<file path="src/rtl/ahb_pkg.sv">
// Shared AHB-lite types and helpers for the bus arbiter slice.
package ahb_pkg;

  typedef enum logic [1:0] {
    IDLE   = 2'b00,
    BUSY   = 2'b01,
    NONSEQ = 2'b10,
    SEQ    = 2'b11
  } htrans_t;

  // Re-arbitration is only allowed where no burst is in progress.
  function automatic logic is_boundary(htrans_t t);
    return (t == IDLE) || (t == NONSEQ);
  endfunction

  function automatic int idx_width(int n);
    return (n > 1) ? $clog2(n) : 1;
  endfunction

endpackage

</file>
<file path="src/rtl/ahb_bus_arbiter_if.sv">
// Bundle of per-master request/address/data lines and the muxed slave-side bus.
interface ahb_bus_arbiter_if
  import ahb_pkg::*;
#(
  parameter int NUM_MASTERS = 4,
  parameter int ADDR_W      = 8,
  parameter int DATA_W      = 32
);
  localparam int IDX_W = idx_width(NUM_MASTERS);

  logic    [NUM_MASTERS-1:0]             hbusreq;
  htrans_t [NUM_MASTERS-1:0]             htrans_m;
  logic    [NUM_MASTERS-1:0]             hwrite_m;
  logic    [NUM_MASTERS-1:0][ADDR_W-1:0] haddr_m;
  logic    [NUM_MASTERS-1:0][DATA_W-1:0] hwdata_m;
  logic                                  hready;

  logic    [NUM_MASTERS-1:0] hgrant;
  logic    [IDX_W-1:0]       hmaster;
  logic    [IDX_W-1:0]       hmaster_data;
  htrans_t                   htrans;
  logic                      hwrite;
  logic    [ADDR_W-1:0]      haddr;
  logic    [DATA_W-1:0]      hwdata;

  modport arb (
    input  hbusreq, htrans_m, hwrite_m, haddr_m, hwdata_m, hready,
    output hgrant, hmaster, hmaster_data, htrans, hwrite, haddr, hwdata
  );

  modport master (
    output hbusreq, htrans_m, hwrite_m, haddr_m, hwdata_m,
    input  hready, hgrant, hmaster, hmaster_data
  );

  modport slave (
    input  htrans, hwrite, haddr, hwdata,
    output hready
  );

endinterface

</file>
<file path="src/rtl/ahb_rr_picker.sv">
// Combinational round-robin picker: first requester after 'last', wrapping to 'last' itself.
module ahb_rr_picker
  import ahb_pkg::*;
#(
  parameter int N     = 4,
  parameter int IDX_W = idx_width(N)
) (
  input  logic [N-1:0]     req,
  input  logic [IDX_W-1:0] last,
  output logic [IDX_W-1:0] pick,
  output logic             any
);

  // NOTE: every output gets a default before the loop so no latch is inferred.
  always_comb begin
    pick = '0;
    any  = |req;
    // Scan from farthest to nearest so the nearest requester after 'last' wins.
    for (int i = N; i >= 1; i--) begin
      if (req[(int'(last) + i) % N]) pick = IDX_W'((int'(last) + i) % N);
    end
  end

endmodule

</file>
<file path="src/rtl/ahb_bus_arbiter.sv">
// Round-robin AHB-lite arbiter sharing one slave between NUM_MASTERS masters.
module ahb_bus_arbiter
  import ahb_pkg::*;
#(
  parameter int NUM_MASTERS    = 4,
  parameter int ADDR_W         = 8,
  parameter int DATA_W         = 32,
  parameter int DEFAULT_MASTER = 0
) (
  input logic          hclk,
  input logic          hresetn,
  ahb_bus_arbiter_if.arb bus
);

  localparam int IDX_W = idx_width(NUM_MASTERS);
  localparam logic [IDX_W-1:0] DEF_IDX = IDX_W'(DEFAULT_MASTER);

  logic [IDX_W-1:0]  owner_q, data_owner_q;
  logic [IDX_W-1:0]  rr_pick;
  logic              rr_any;
  htrans_t           owner_trans;
  logic [ADDR_W-1:0] addr_mux;
  logic [DATA_W-1:0] data_mux;

  ahb_rr_picker #(.N(NUM_MASTERS), .IDX_W(IDX_W)) u_picker (
    .req  (bus.hbusreq),
    .last (owner_q),
    .pick (rr_pick),
    .any  (rr_any)
  );

  assign owner_trans = bus.htrans_m[owner_q];

  // NOTE: state registers use non-blocking assignments so every flop samples pre-edge values.
  always_ff @(posedge hclk) begin
    if (!hresetn) begin
      owner_q      <= DEF_IDX;
      data_owner_q <= DEF_IDX;
    end else if (bus.hready) begin
      data_owner_q <= owner_q;
      // Bursts (SEQ/BUSY) keep the grant; only IDLE/NONSEQ re-arbitrate.
      if (is_boundary(owner_trans)) owner_q <= rr_any ? rr_pick : DEF_IDX;
    end
  end

  always_comb begin
    bus.hgrant = '0;
    for (int i = 0; i < NUM_MASTERS; i++) bus.hgrant[i] = (owner_q == IDX_W'(i));
  end

  assign addr_mux         = bus.haddr_m[owner_q];
  assign data_mux         = bus.hwdata_m[data_owner_q];

  assign bus.hmaster      = owner_q;
  assign bus.hmaster_data = data_owner_q;
  assign bus.htrans       = hresetn ? owner_trans : IDLE;
  assign bus.hwrite       = bus.hwrite_m[owner_q];
  assign bus.haddr        = addr_mux;
  assign bus.hwdata       = data_mux;

endmodule

</file>
<file path="src/flat_wrapper.sv">
// flat-port wrapper written by rule: the top's interface ports become plain ports
module ahb_bus_arbiter_flat import ahb_pkg::*;
#(
  parameter int NUM_MASTERS    = 4,
  parameter int ADDR_W         = 8,
  parameter int DATA_W         = 32,
  parameter int DEFAULT_MASTER = 0
)
  (hclk, hresetn, bus_hbusreq, bus_htrans_m, bus_hwrite_m, bus_haddr_m, bus_hwdata_m, bus_hready, bus_hgrant, bus_hmaster, bus_hmaster_data, bus_htrans, bus_hwrite, bus_haddr, bus_hwdata);
  ahb_bus_arbiter_if #(.NUM_MASTERS(NUM_MASTERS), .ADDR_W(ADDR_W), .DATA_W(DATA_W)) bus_i ();
  input logic hclk;
  input logic hresetn;
  input wire logic [$bits(bus_i.hbusreq)-1:0] bus_hbusreq;
  input wire logic [$bits(bus_i.htrans_m)-1:0] bus_htrans_m;
  input wire logic [$bits(bus_i.hwrite_m)-1:0] bus_hwrite_m;
  input wire logic [$bits(bus_i.haddr_m)-1:0] bus_haddr_m;
  input wire logic [$bits(bus_i.hwdata_m)-1:0] bus_hwdata_m;
  input wire logic [$bits(bus_i.hready)-1:0] bus_hready;
  output wire logic [$bits(bus_i.hgrant)-1:0] bus_hgrant;
  output wire logic [$bits(bus_i.hmaster)-1:0] bus_hmaster;
  output wire logic [$bits(bus_i.hmaster_data)-1:0] bus_hmaster_data;
  output wire logic [$bits(bus_i.htrans)-1:0] bus_htrans;
  output wire logic [$bits(bus_i.hwrite)-1:0] bus_hwrite;
  output wire logic [$bits(bus_i.haddr)-1:0] bus_haddr;
  output wire logic [$bits(bus_i.hwdata)-1:0] bus_hwdata;
  assign bus_i.hbusreq = bus_hbusreq;
  assign bus_i.htrans_m = bus_htrans_m;
  assign bus_i.hwrite_m = bus_hwrite_m;
  assign bus_i.haddr_m = bus_haddr_m;
  assign bus_i.hwdata_m = bus_hwdata_m;
  assign bus_i.hready = bus_hready;
  assign bus_hgrant = bus_i.hgrant;
  assign bus_hmaster = bus_i.hmaster;
  assign bus_hmaster_data = bus_i.hmaster_data;
  assign bus_htrans = bus_i.htrans;
  assign bus_hwrite = bus_i.hwrite;
  assign bus_haddr = bus_i.haddr;
  assign bus_hwdata = bus_i.hwdata;
  ahb_bus_arbiter #(.NUM_MASTERS(NUM_MASTERS), .ADDR_W(ADDR_W), .DATA_W(DATA_W), .DEFAULT_MASTER(DEFAULT_MASTER)) u_core (.hclk(hclk), .hresetn(hresetn), .bus(bus_i));
endmodule
</file>
<file path="config.mk">
export PLATFORM = sky130hd
export DESIGN_NAME = ahb_bus_arbiter_flat
export DESIGN_NICKNAME = d
export VERILOG_FILES = /design/src/rtl/ahb_pkg.sv /design/src/rtl/ahb_bus_arbiter_if.sv /design/src/rtl/ahb_rr_picker.sv /design/src/rtl/ahb_bus_arbiter.sv /design/src/flat_wrapper.sv
export SDC_FILE = /design/constraint.sdc
export NUM_CORES = 1
export LEC_CHECK = 0
export ABC_AREA = 1
export CAP_MARGIN = 25
export CELL_PAD_IN_SITES_DETAIL_PLACEMENT = 1
export CELL_PAD_IN_SITES_GLOBAL_PLACEMENT = 1
export CORE_AREA = 2 2 90 92
export DETAILED_ROUTE_END_ITERATION = 7
export DIE_AREA = 0 0 92 94
export DONT_BUFFER_PORTS = 1
export GPL_TIMING_DRIVEN = 0
export PLACE_DENSITY = 0.64
export SLEW_MARGIN = 25
export SYNTH_ARGS = -nofsm -noshare
export SYNTH_HDL_FRONTEND = slang
export SYNTH_HIERARCHICAL = 1
export SYNTH_SLANG_ARGS = --single-unit
</file>
<file path="constraint.sdc">
create_clock -name hclk -period 1.6 [get_ports hclk]
set_input_delay 0.48 -clock hclk [delete_from_list [all_inputs] [get_ports hclk]]
set_output_delay 0.48 -clock hclk [all_outputs]
set_load 0.05 [all_outputs]
</file>
# After elaboration in Yosys (flattened, before gate mapping)
# Cells that the tools add are included.
[word_totals]
ff_bits = 4
out_inout_bits = 51
in_bits = 179
[op_classes]
mux = 26
bitwise_logic = 4
n_lt_le_gt_ge = 6
reduce_logical = 9
eq_ne = 4
add_sub_neg = 4
[op_table]
columns = ["cell", "count"]
rows = [
  ["32-bit binary-select mux with 2-bit select", 1],
  ["32-bit 2-to-1 mux", 1],
  ["8-bit binary-select mux with 2-bit select", 1],
  ["3-bit by 4-bit less-than comparator with 1-bit output (second input constant)", 4],
  ["2-bit 2-to-1 mux", 7],
  ["1-bit binary-select mux with 2-bit select", 5],
  ["1-bit 2-to-1 mux", 9],
  ["8-bit 2-to-1 mux", 1],
  ["2-bit OR reduction", 4],
  ["2-bit == test (second input constant)", 3],
  ["2-bit by 3-bit less-than comparator with 1-bit output (second input constant)", 2],
  ["2-bit by 1-bit adder with 2-bit output (second input constant)", 2],
  ["2-bit adder (second input constant)", 2],
  ["1-bit AND (first input constant)", 4],
  ["2-bit binary-select mux with 2-bit select", 1],
  ["2-bit logical NOT", 2],
  ["4-bit OR reduction", 1],
  ["2-bit by 1-bit == test with 1-bit output (second input constant)", 1],
  ["2-bit AND reduction", 1],
  ["1-bit logical OR", 1],
]

# Depth between registers and ports, before layout
# Gate-level depths: netlist (run 1).
[logic_depth]
word_depth = 11
depth_mapped = 15
depth_no_buf = 14

# Hierarchy
# The synthesis (run 1) kept the hierarchy.
[by_module_without_submodules]
columns = ["mod", "cells_each", "area_each_um2", "n_inst"]
rows = [
  ["ahb_bus_arbiter", 259, 1362.6, 1],
  ["ahb_rr_picker", 51, 266.5, 1],
]

# Worst setup path before layout (run 1)
# No wires, ideal clock.
[synth_timing]
path_kind = "flip-flop to output port"
start = "reg u_core.owner_q[1] (netlist: u_core/bus.hmaster[1])"
end = "out bus_htrans[1]"
setup_slack_ns = -0.814
path_stages_with_launch = 6
arrival_time_ns = 1.934
path_buffers = 0
cell_sequence = "dfxtp_1 -> nand2_1 -> inv_1 -> nand2_1 -> and2_1 -> a21oi_1"
[synth_via]
elab_chain_cells = 3
[synth_lines]
columns = ["element", "line_no", "text"]
rows = [
  ["from (decl)", "ahb_bus_arbiter.sv:18", "logic [IDX_W-1:0] owner_q, data_owner_q;"],
  ["from (signal assigned)", "ahb_bus_arbiter.sv:42", "if (is_boundary(owner_trans)) owner_q <= rr_any ? rr_pick : DEF_IDX;"],
  ["2-bit binary-select mux with 2-bit select", "ahb_bus_arbiter.sv:32", "assign owner_trans = bus.htrans_m[owner_q];"],
  ["2-bit 2-to-1 mux (implied by the code)", "ahb_bus_arbiter.sv:32", ""],
  ["2-bit 2-to-1 mux", "ahb_bus_arbiter.sv:56", "assign bus.htrans = hresetn ? owner_trans : IDLE;"],
  ["to (decl)", "flat_wrapper.sv:22", "output wire logic [$bits(bus_i.htrans)-1:0] bus_htrans;"],
]
# Every way passes these cells. The select of a mux whose other input is x is not followed.

# Final worst setup path (run 1)
[layout_timing]
start = "reg u_core.data_owner_q[0] (netlist: u_core/bus.hmaster_data[0])"
end = "out bus_hwdata[31]"
[layout_via]
elab_chain_cells = 2
[layout_lines]
columns = ["element", "line_no", "text"]
rows = [
  ["from (decl)", "ahb_bus_arbiter.sv:18", ""],
  ["from (signal assigned)", "ahb_bus_arbiter.sv:40", "data_owner_q <= owner_q;"],
  ["32-bit binary-select mux with 2-bit select", "ahb_bus_arbiter.sv:52", "assign data_mux = bus.hwdata_m[data_owner_q];"],
  ["32-bit 2-to-1 mux (implied by the code)", "ahb_bus_arbiter.sv:52", ""],
  ["to (decl)", "flat_wrapper.sv:25", "output wire logic [$bits(bus_i.hwdata)-1:0] bus_hwdata;"],
]
# Every way passes these cells. The select of a mux whose other input is x is not followed.

==> results.md, run 1 <==
- The run finished, with violations left.
- The checks that failed: negative setup slack.
- The die height is 94 um.
- The number of port buffers is 0.
- The hold slack is 0.3441 ns.
- Timing would allow up to 501.9 MHz.
- In the final routed layout, each cell accounts on average for 21.01 um.
- The buffer depth of the longest clock path is 2.
- The buffer cell driving the clock tree root is clkbuf_8.
- The number of register bits inferred by synthesis is 4.
- The layer flagged by global routing as most heavily used is met2.
- Summed over all nets, the switching power comes to 1.604 mW.
- The maximum fanout count along the critical path is 10.
- Setup repair after global routing could not meet its margin everywhere.
- STA classifies the critical path startpoint as a flip-flop.
- After detailed routing, the number of vias per cell comes to 5.538.
- At the pin with the least slew margin, the transition time is 0.4636 ns.
- In the global route stage, overall resource usage came out at 18.68%.
- Across the VDD grid, the largest voltage drop is 497.7 uV.
- The beginning of the worst hold path is bus_hready.
- The number of setup violations in the final report is 45.
- The number of nets in the synthesized netlist is 489.
- Dividing the final minimum period by the clock period gives 124.5%.
- The final-stage net count is 503.
- The worst reg-to-reg path cell count is 14.
- The worst min-delay path class is primary input to flip-flop.
- The element type at the critical path end is a primary output.
- The flop-to-flop setup slack is -0.06 ns.
- After the first detailed-routing iteration, the DRC count stood at 37.
- A synthesized cell averages 5.255 um^2.
- The internal power consumption is 961.1 uW.
- The final sum of negative setup slack is -15.13 ns.
- STA puts the critical path data required time at 1.12 ns.
- The placeable core region is 0.007607 mm^2.
- For this run, global-route usage on met2 was measured as 37.32%.
- After clock tree synthesis, the clock-pin slew on the worst setup and hold paths is 0.03 ns.
- TritonCTS built the clock tree.
- Global routing used 8.427% of the available met3 tracks.
- The remaining routing DRC violations is 0.
- The top cell types in the final layout, fill and taps aside, are 67 x nor2_1, 35 x o21ai_1, 32 x o22ai_4.
- The final period demand of the worst path is 1.993 ns.
- The placer congestion estimate is 0.7813.
- The number of global-route vias before repair is 2480.
- For this run, the number of Yosys warnings is 6.
- The largest net degree at the start of global routing is 11.
- Along the worst hold path, the cell count comes to 1.
- The share of total power in sequential cells is 7.7%.
- The startpoint-to-endpoint class of the critical path is flip-flop to primary output.
- The share of total power in the clock network is 8.2%.
- The number of antenna-violating nets in the routed design is 0.
- The floorplan step set the die width to 92 um.
- Net switching is 62.52% of the power.
- The number of clock sinks is 4.
- In this run, CTS created clock tree buffers numbering 3.
- The arrival time at the worst endpoint is 1.51 ns.
- The share of power burned in combinational logic is 84.1%.
- Counting every instance in the synthesized netlist gives 310.
- The mapped netlist covers 0.001629 mm^2.
- The worst register-to-register path ends at u_core/bus.hmaster[0].
- Detailed placement ended at an HPWL of 7098 um.
- The final instance count without filler cells is 424.
- The layout filler cell count is 928.
- The standard-cell row count is 32.
- In the final layout, the share of cells above drive strength 1 is 47.20%.
- The most common cell after layout, fill and taps aside is nor2_1.
- The first-pass GRT wire length is 12770 um.
- The total count of max-transition violations in the final report came to 0.
- The static leakage power is 1.050 nW.
- The number of antenna violations at the first check in global routing is 0.
- The worst reg2reg path startpoint is u_core/bus.hmaster[1].
- The final setup slack of the worst path is -0.3926 ns.
- In this run, placement finished with an instance count of 412.
- The met1 track demand over resource is 18.20%.
- The endpoint of the worst hold-timing path is u_core/bus.hmaster_data[1].
- After detailed routing, the total wire length is 8910 um.
- The pre-antenna-repair detailed-routing pass consisted of 4 iterations.
- The latest clock arrival within the worst-skew pair is 0.21 ns.
- The number of buffers added to fix hold violations after cts is 0.
- The distinct cell type count of the synthesized netlist is 25.
- The diode insertion count for antenna repair is 0.
- The worst clock skew on the final layout is 0.0001214 ns.
- The count of endpoints failing hold in the final timing report came to 0.
- The total power draw is 2.565 mW.
- The cell area after layout is 0.002914 mm^2.
- The count of vias placed by the detailed router is 2348.
- The total global routing overflow is 0.
- In this run the tightest slew margin relative to its limit is 69.89%.
- In this run the power density over the cells is 880.1 mW/mm^2.
- For this configuration, the core starts out at a cell density of 21.41%.
- Summing the sequential cell areas from Yosys gives 4.916% of the chip area.
- The placed instances occupy a cell area of 0.002437 mm^2.
- The full die area is 0.008648 mm^2.
- The max-capacitance violation count is 0.
- 230 I/O pins were placed.
- Compared with the post-synthesis result, the final layout area differs by 78.88%.
- In this run the number of H-tree levels came out at 1.
per-layer routing:
layer,routed length (um),share of wire [%],up-vias
li1,-,-,1106
met1,2821,32,1107
met2,5005,56,133
met3,1055,12,2
met4,27,0.30,0
met5,0,0,-
cell usage after synthesis:
| cell | number | area, um^2 |
|---|---|---|
| o21ai_0 | 58 | 290.3 |
| inv_1 | 14 | 52.55 |
| nand2_1 | 43 | 161.4 |
| nand4_1 | 1 | 6.260 |
| buf_6 | 8 | 90.09 |
| and2_1 | 1 | 6.260 |
| o21ai_1 | 10 | 50.05 |
| a22oi_1 | 17 | 127.6 |
| a21oi_2 | 1 | 8.760 |
| o21ai_2 | 3 | 26.28 |
| dfxtp_1 | 4 | 80.08 |
| clkinv_1 | 1 | 3.750 |
| o22ai_1 | 32 | 200.2 |
| nand3b_1 | 1 | 7.510 |
| nand2_2 | 9 | 56.30 |
| nand3_1 | 6 | 30.03 |
| nand3_2 | 1 | 10.01 |
| inv_2 | 3 | 11.26 |
| a21oi_1 | 4 | 20.02 |
| inv_4 | 3 | 18.77 |
| nor2_1 | 72 | 270.3 |
| buf_2 | 9 | 45.04 |
| nand2_4 | 2 | 22.52 |
| clkbuf_1 | 5 | 18.77 |
| buf_4 | 2 | 15.01 |
worst max-delay path by stage:
stage | startpoint | end | cells after the start
6_report | u_core/bus.hmaster_data[0] | bus_hwdata[31] | 5
5_1_grt | u_core/bus.hmaster_data[0] | bus_hwdata[17] | 3
4_1_cts | u_core/bus.hmaster_data[0] | bus_hwdata[24] | 5
3_5_place_dp | u_core/bus.hmaster_data[0] | bus_hwdata[19] | 3
3_3_place_gp | u_core/bus.hmaster_data[0] | bus_hwdata[19] | 3
2_1_floorplan | u_core/bus.hmaster_data[0] | bus_hwdata[22] | 4
power by group through the flow:
stage          Sequential [mW]  Combinational [mW]  Clock [mW]
2_1_floorplan            0.178                1.68           0
3_3_place_gp             0.188                1.84           0
3_5_place_dp             0.187                1.86           0
4_1_cts                  0.191                2.10       0.217
5_1_grt                  0.204                2.28       0.228
6_report                 0.199                2.16       0.210
per-stage QoR:
step / worst slack, ns / utilization, %
after floorplan: -0.06234 / -
after global placement: -0.2667 / 32.04
after detailed placement: -0.2655 / 32.04
after CTS: -0.4219 / 37.22
after global routing: -0.4518 / 38.31
final: -0.3926 / 38.31
flip-flops by register name (all words and copies together) (netlist names):
register	flops
u_core/bus.hmaster_data	2
u_core/bus.hmaster	2
layout make-up:
class / count / area (um^2) / area share [%]
multi-input combinational: 261 / 2077 / 71.28
buffer: 24 / 307.8 / 10.56
timing repair buffer: 9 / 153.9 / 5.281
tap: 102 / 127.6 / 4.380
inverter: 21 / 111.4 / 3.821
sequential: 4 / 95.09 / 3.263
clock buffer: 3 / 41.29 / 1.417
critical path: stages, from the launching register on:
cell     delay, ns
dfxtp_4       0.41
buf_8         0.17
inv_8         0.09
buf_8         0.14
nor2_1        0.08
o22ai_4       0.40
logic make-up (layout without fill, tap and decap cells):
kind of cell	Yosys count	in the layout	share of synthesized area (%)
simple gates	136	136	35.02
compound gates	125	125	44.39
buf+inv	45	57	15.67
flops	4	4	4.916
repair_timing:
| item | in CTS | in global routing |
|---|---|---|
| pin swaps | 35 | 29 |
| hold endpoints to repair | 0 | 0 |
| gates resized for setup | 56 | 35 |
| endpoints found under the setup margin | 47 | 47 |
| cloned | 4 | 1 |
| setup buffers | 6 | 0 |
(Power assumes the default switching activity.)
==> run 2: changes to the inputs <==
CAP_MARGIN = 20   (was 25)
==> results of run 2 <==
Same layout as run 1: the final DEF is identical, and so are final timing and power.
